<file path="config.mk">
export PLATFORM = sky130hd
export DESIGN_NAME = hazard_call_injector
export DESIGN_NICKNAME = d
export VERILOG_FILES = /design/src/rtl/hazard_call_injector.sv
export SDC_FILE = /design/constraint.sdc
export NUM_CORES = 1
export LEC_CHECK = 0
export BUFFER_PORTS_ARGS = -buffer_cell sky130_fd_sc_hd__buf_4
export CORE_MARGIN = 5
export CORE_UTILIZATION = 30
export CTS_CLUSTER_DIAMETER = 100
export CTS_CLUSTER_SIZE = 25
export DETAILED_ROUTE_END_ITERATION = 16
export PLACE_DENSITY = 0.7
export SKIP_LAST_GASP = 1
export SLEW_MARGIN = 10
export SYNTH_ARGS = -nofsm -noshare
export SYNTH_HDL_FRONTEND = slang
export SYNTH_SLANG_ARGS = --single-unit
</file>
<file path="constraint.sdc">
create_clock -name clk -period 1.12 [get_ports clk]
set_clock_uncertainty 0.05 [all_clocks]
set_input_delay 0.112 -clock clk [delete_from_list [all_inputs] [get_ports clk]]
set_output_delay 0.112 -clock clk [all_outputs]
set_load 0.02 [all_outputs]
</file>
<file path="src/rtl/hazard_call_injector.sv">
// Fetch-stage CALL injector: latches hazard/interrupt requests, waits for a safe
// fetch slot, presents one CALL to the selected vector and blocks until the handler returns.
module hazard_call_injector #(
    parameter int unsigned NUM_SRC     = 4,
    parameter logic [7:0]  CALL_OPCODE = 8'hC4,
    parameter logic [23:0] VECTOR_BASE = 24'h100,
    parameter logic [23:0] VEC_STRIDE  = 24'h10
) (
    input  logic               clk,
    input  logic               rst,
    input  logic [NUM_SRC-1:0] req,
    input  logic               inject_en,
    input  logic               inject_ok,
    input  logic               fetch_advance,
    input  logic               flush,
    input  logic               ret_done,
    output logic               sel,
    output logic [31:0]        hazard_call_instruction,
    output logic [NUM_SRC-1:0] ack,
    output logic               busy,
    output logic [2:0]         active_src
);

    typedef enum logic [1:0] {
        S_IDLE,
        S_ARM,
        S_INJECT,
        S_WAIT_RET
    } state_t;

    state_t             r_state;
    logic [NUM_SRC-1:0] r_pending;
    logic [NUM_SRC-1:0] r_ack;
    logic               r_sel;
    logic [31:0]        r_word;
    logic               r_busy;
    logic [2:0]         r_active_src;
    logic [23:0]        r_target;

    logic [2:0]         w_src;
    logic               w_found;
    logic [23:0]        w_target;
    logic [NUM_SRC-1:0] w_ack_onehot;

    // Lowest set pending index wins (bit 0 = highest priority).
    always_comb begin
        w_src   = '0;
        w_found = 1'b0;
        for (int unsigned i = 0; i < NUM_SRC; i++) begin
            if (r_pending[i] && !w_found) begin
                w_src   = 3'(i);
                w_found = 1'b1;
            end
        end
        w_target = VECTOR_BASE + 24'(w_src) * VEC_STRIDE;
    end

    always_comb begin
        w_ack_onehot = '0;
        for (int unsigned i = 0; i < NUM_SRC; i++) begin
            w_ack_onehot[i] = (r_active_src == 3'(i));
        end
    end

    always_ff @(posedge clk) begin
        if (rst) begin
            r_state      <= S_IDLE;
            r_pending    <= '0;
            r_ack        <= '0;
            r_sel        <= 1'b0;
            r_word       <= '0;
            r_busy       <= 1'b0;
            r_active_src <= '0;
            r_target     <= '0;
        end else begin
            // A request coinciding with its own ack is dropped.
            r_pending <= (r_pending | req) & ~r_ack;
            r_ack     <= '0;
            case (r_state)
                S_IDLE: begin
                    if (inject_en && (|r_pending)) begin
                        r_state      <= S_ARM;
                        r_busy       <= 1'b1;
                        r_active_src <= w_src;
                        r_target     <= w_target;
                    end
                end
                S_ARM: begin
                    if (!inject_en) begin
                        r_state <= S_IDLE;
                        r_busy  <= 1'b0;
                    end else if (inject_ok && !flush) begin
                        r_state <= S_INJECT;
                        r_sel   <= 1'b1;
                        r_word  <= {CALL_OPCODE, r_target};
                    end
                end
                S_INJECT: begin
                    if (fetch_advance && !flush) begin
                        r_state <= S_WAIT_RET;
                        r_sel   <= 1'b0;
                        r_word  <= '0;
                        r_ack   <= w_ack_onehot;
                    end
                end
                S_WAIT_RET: begin
                    if (ret_done) begin
                        r_state <= S_IDLE;
                        r_busy  <= 1'b0;
                    end
                end
                default: begin
                    r_state <= S_IDLE;
                    r_busy  <= 1'b0;
                    r_sel   <= 1'b0;
                    r_word  <= '0;
                end
            endcase
        end
    end

    assign sel                     = r_sel;
    assign hazard_call_instruction = r_word;
    assign ack                     = r_ack;
    assign busy                    = r_busy;
    assign active_src              = r_active_src;

endmodule

</file>
## Word-level counts from Yosys, hierarchy flattened

Cells that the tools add are included.

| word-level totals | value |
|---|---|
| bits in registers | 71 |
| bits in latches | 0 |
| bits in writable memories | 0 |
| bits in read-only memories | 0 |
| input bits | 11 |
| output and inout bits | 41 |
| logic and storage cells | 71 |
| memories kept | 0 |

| cells by class | value |
|---|---|
| $add $sub $neg | 1 |
| multiply operators | 0 |
| div/mod/pow operators | 0 |
| magnitude comparators | 0 |
| equal/unequal tests | 13 |
| shifts and indexed selects | 0 |
| mux-type cells | 24 |
| bitwise operators | 5 |
| reduce and logical (&&, ||, !) cells | 20 |

Operators by type and width:

| cell | count |
|---|---|
| 2-to-1 mux 32 bit | 3 |
| case mux 32 bit (2 select lines) | 1 |
| != test 2 bit, second input constant | 6 |
| AND reduction 4 bit | 3 |
| adder 9 x 7 -> 10 bit, first input constant | 1 |
| 2-to-1 mux 1 bit | 10 |
| 2-to-1 mux 2 bit | 5 |
| case mux 2 bit (4 select lines) | 1 |
| equality test 3 x 2 -> 1 bit, second input constant | 2 |
| logical AND 1 bit | 6 |
| 2-to-1 mux 3 bit | 2 |
| bitwise AND 4 bit | 1 |
| equality test 2 bit, second input constant | 2 |
| logical NOT 1 bit | 4 |
| NOT 4 bit | 1 |
| OR 4 bit | 1 |
| OR reduction 4 bit | 1 |
| equality test 3 x 1 -> 1 bit, second input constant | 1 |
| logical NOT 3 bit | 1 |
| != test 3 bit, second input constant | 1 |
| case mux 1 bit (3 select lines) | 1 |
| nonzero test 3 bit | 1 |
| OR reduction 3 bit | 1 |
| equality test 2 x 1 -> 1 bit, second input constant | 1 |
| other kinds (5) | 6 |

## Depth between registers and ports, before layout

| logic depth | value |
|---|---|
| word-level depth | 11 |
| mapped depth | 4 |
| mapped depth without buffers | 3 |

## Worst setup path before layout

OpenSTA, ideal clock, no wires.

| path | value |
|---|---|
| kind | reg-to-reg |
| start | register with a tool-made name |
| end | register r_target[5] |
| library setup time | 0.079 ns |
| arrival time | 1.072 ns |
| data required time | 0.991 ns |
| path slack | -0.081 ns |
| cell stages (with the launch flop) | 4 |
| buffers on the path | 0 |
| clock period less this slack | 1.201 ns |
| path through | dfxtp_1 > nand2b_4 > or3_4 > a211oi_2 |

RTL lines:

| what | line | source |
|---|---|---|
| end signal: assignment | 85 | `r_target <= w_target;` |
| end: declaration | 38 | `logic [23:0] r_target;` |

==> metrics.txt <==
HPWL Detailed 1660 µm; first-pass GRT wire length 3110 µm; Filler cells 314; Area contributors post-synth dfxtp_1, buf_4, nor3_1, nor2_1, a22o_1; final worst slack -0.130 ns; worst path cell trace nand2b_4 > or3_4 > a211oi_2; Seq cells post-synth 18; GP Congestion 0.817; final WL 2030 µm; post-synthesis async set-or-reset flop share 0%; Layout Utilization 37.9%; final setup vio count 12; clock latency on the worst-skew pair 0.30 ns; Hold Buf Count CTS 0; final worst path period share 112%; cells after synthesis 103; setup_tns -0.790 ns; Inserted Clock Buffers 3; ANT nets after route 0; htree depth 1; clk slew on worst S/H paths 0.11 ns; instance count on the critical path 3; Critical Path Start Type flip-flop; area delta synth->final 21.1%; Cell variety after synth 30; clk buf depth 2; peak supply drop 0.000404 V; # rows 20; core box area 3050 µm²; placed instance area 1090 µm²; RSZ-0062 raised after global routing yes; largest net degree at the start of global routing 11; DRC Markers 0; fmax 800 MHz; total number of vias 696; Hold WC Path Type in2reg; Place WS -0.120 ns; Critical path buffers and inverters 0; Post-synth EDFFs 0; Port Buffer Count 24; cell area after layout 1160 µm²; register area 369 µm²; critical path required time 1.29 ns; GRT Overall Usage 9.28%; maximum capacitance violations 0; ys flop type dfxtp_1; Final nets 142; status complete, but fails checks; crit-path max FO 6; delay-heaviest family, CP simple AND/OR/NAND/NOR gates; hold path depth 3; Starting Density 31.3%; CTS tree yes; number of global-route vias before repair 680; Post-Syn Area 955 µm²; TritonRoute pass-1 iters 4; Post-Syn Area per Cell 9.27 µm²; Synth area leader dfxtp_1; Hold Violations, Final 0; share of the synthesized area in the top cell type 37.7%; Antenna Cells 0; die area 4410 µm²; most frequent cell after synthesis buf_4; pwr dens 1230 nW/µm²; synth cell count leaders buf_4, dfxtp_1, nor2_1; Leakage 0.000545 µW; clk root buf clkbuf_4; routed len/inst 11.7 µm; ratio of cells with drive above 1 in the final layout 39.2%; antenna violations before repair 0; total clock sinks 18; CP Class reg2reg; multi-input logic area 452 µm²; die width 66.4 µm; failing checks negative setup slack; post-route minimum period 1.25 ns; Die Span Y 66.4 µm; Final Max Slew Viols 0; total grt overflow 0; IO Pins 52; slowest CP cell or3_4; Avg Vias per Cell 4.00; crit end category flip-flop; R2R cell count 3; synth warn 0; DR iter-0 viols 13; WP data arrival 1.42 ns; total power 1420 µW; crit-path max cell delay 0.40 ns; post-synthesis sequential area ratio 37.7%
-- logic make-up (layout without fill, tap and decap cells) --
logic type	Yosys count	after routing	synth area share [%]
AOI/OAI and AO/OA	12	12	10.2
other	1	27	0.393
DFF	18	18	37.7
buffers and inverters	37	38	28.3
and+or+nand+nor	34	34	22.3
muxes	1	1	1.05
-- layer usage --
metal | part of all wire [%] | GRT usage [%] | vias up | wire length (µm)
met5 | 0 | 0 | - | 0
met4 | 1.5 | 4.57 | 0 | 31
met3 | 9.8 | 2.72 | 4 | 199
met2 | 52 | 17.1 | 39 | 1060
met1 | 36 | 9.34 | 308 | 739
li1 | - | - | 345 | -
-- registers in the layout, summed over array words and instances, names as in the netlist, named ones only --
signal                   flops
ack                          4
active_src                   1
busy                         1
hazard_call_instruction      4
r_pending                    4
r_state                      1
r_target                     2
-- cell usage in the layout (no fill, tap or decap), drive strengths merged --
cell and n:
o22ai 1, nor2 8, nand3b 1, nand2b 1, mux2i 1, a21oi 1
o311a 1, a211oi 1, nor4 3, o21ai 1, or3 1, clkbuf 4
or2b 1, a31o 2, nor3 7, buf 31, and3 3, inv 3
a22o 3, or4 1, conb 27, o211ai 1, nor2b 3, dfxtp 18
a21o 1, nand4b 1, nand2 4
-- final timing paths --
| path | start | to | slack (ns) |
|---|---|---|---|
| setup / recovery | flip-flop | r_target[5]$_SDFFE_PP0P_ | -0.13 |
| hold reg to reg | ack[3]$_SDFF_PP0_ | r_pending[3]$_SDFF_PP0_ | 0.38 |
| hold / removal | req[2] | r_pending[2]$_SDFF_PP0_ | 0.02 |
| setup reg to reg | flip-flop | r_target[5]$_SDFFE_PP0P_ | -0.13 |
-- through the flow --
| step | std cells | hold WS [ns] |
|---|---|---|
| 2_1_floorplan | 129 | 0.217 |
| 3_3_place_gp | 170 | 0.315 |
| 3_5_place_dp | 170 | 0.320 |
| 4_1_cts | 174 | 0.00481 |
| 5_1_grt | 174 | 0.0144 |
| 6_report | 174 | 0.0202 |
-- power by group --
group	internal, µW	total (µW)	leakage (µW)	switching [µW]
Clock	198	408	0.0000210	209
Sequential	674	711	0.000149	37.2
Combinational	112	300	0.000375	188
Total	985	1420	0.000545	434
-- layout make-up --
cell class	count	share of cell area, %
sequential	18	31.9
clock buffer	4	3.14
timing repair buffer	31	20.1
tap	44	4.76
multi-input combinational	74	39.1
inverter	3	0.974
-- timing repair --
action / in CTS / in global routing
pin swaps: 5 / 2
resized for setup: 4 / 3
setup buffers: 0 / 0
endpoints found under the setup margin: 14 / 15
-- worst min-delay path, stage by stage --
cell    delay (ns)
buf_4         0.08
nor2_1        0.03
nor3_1        0.11
Power figures use the tool's default switching activity.
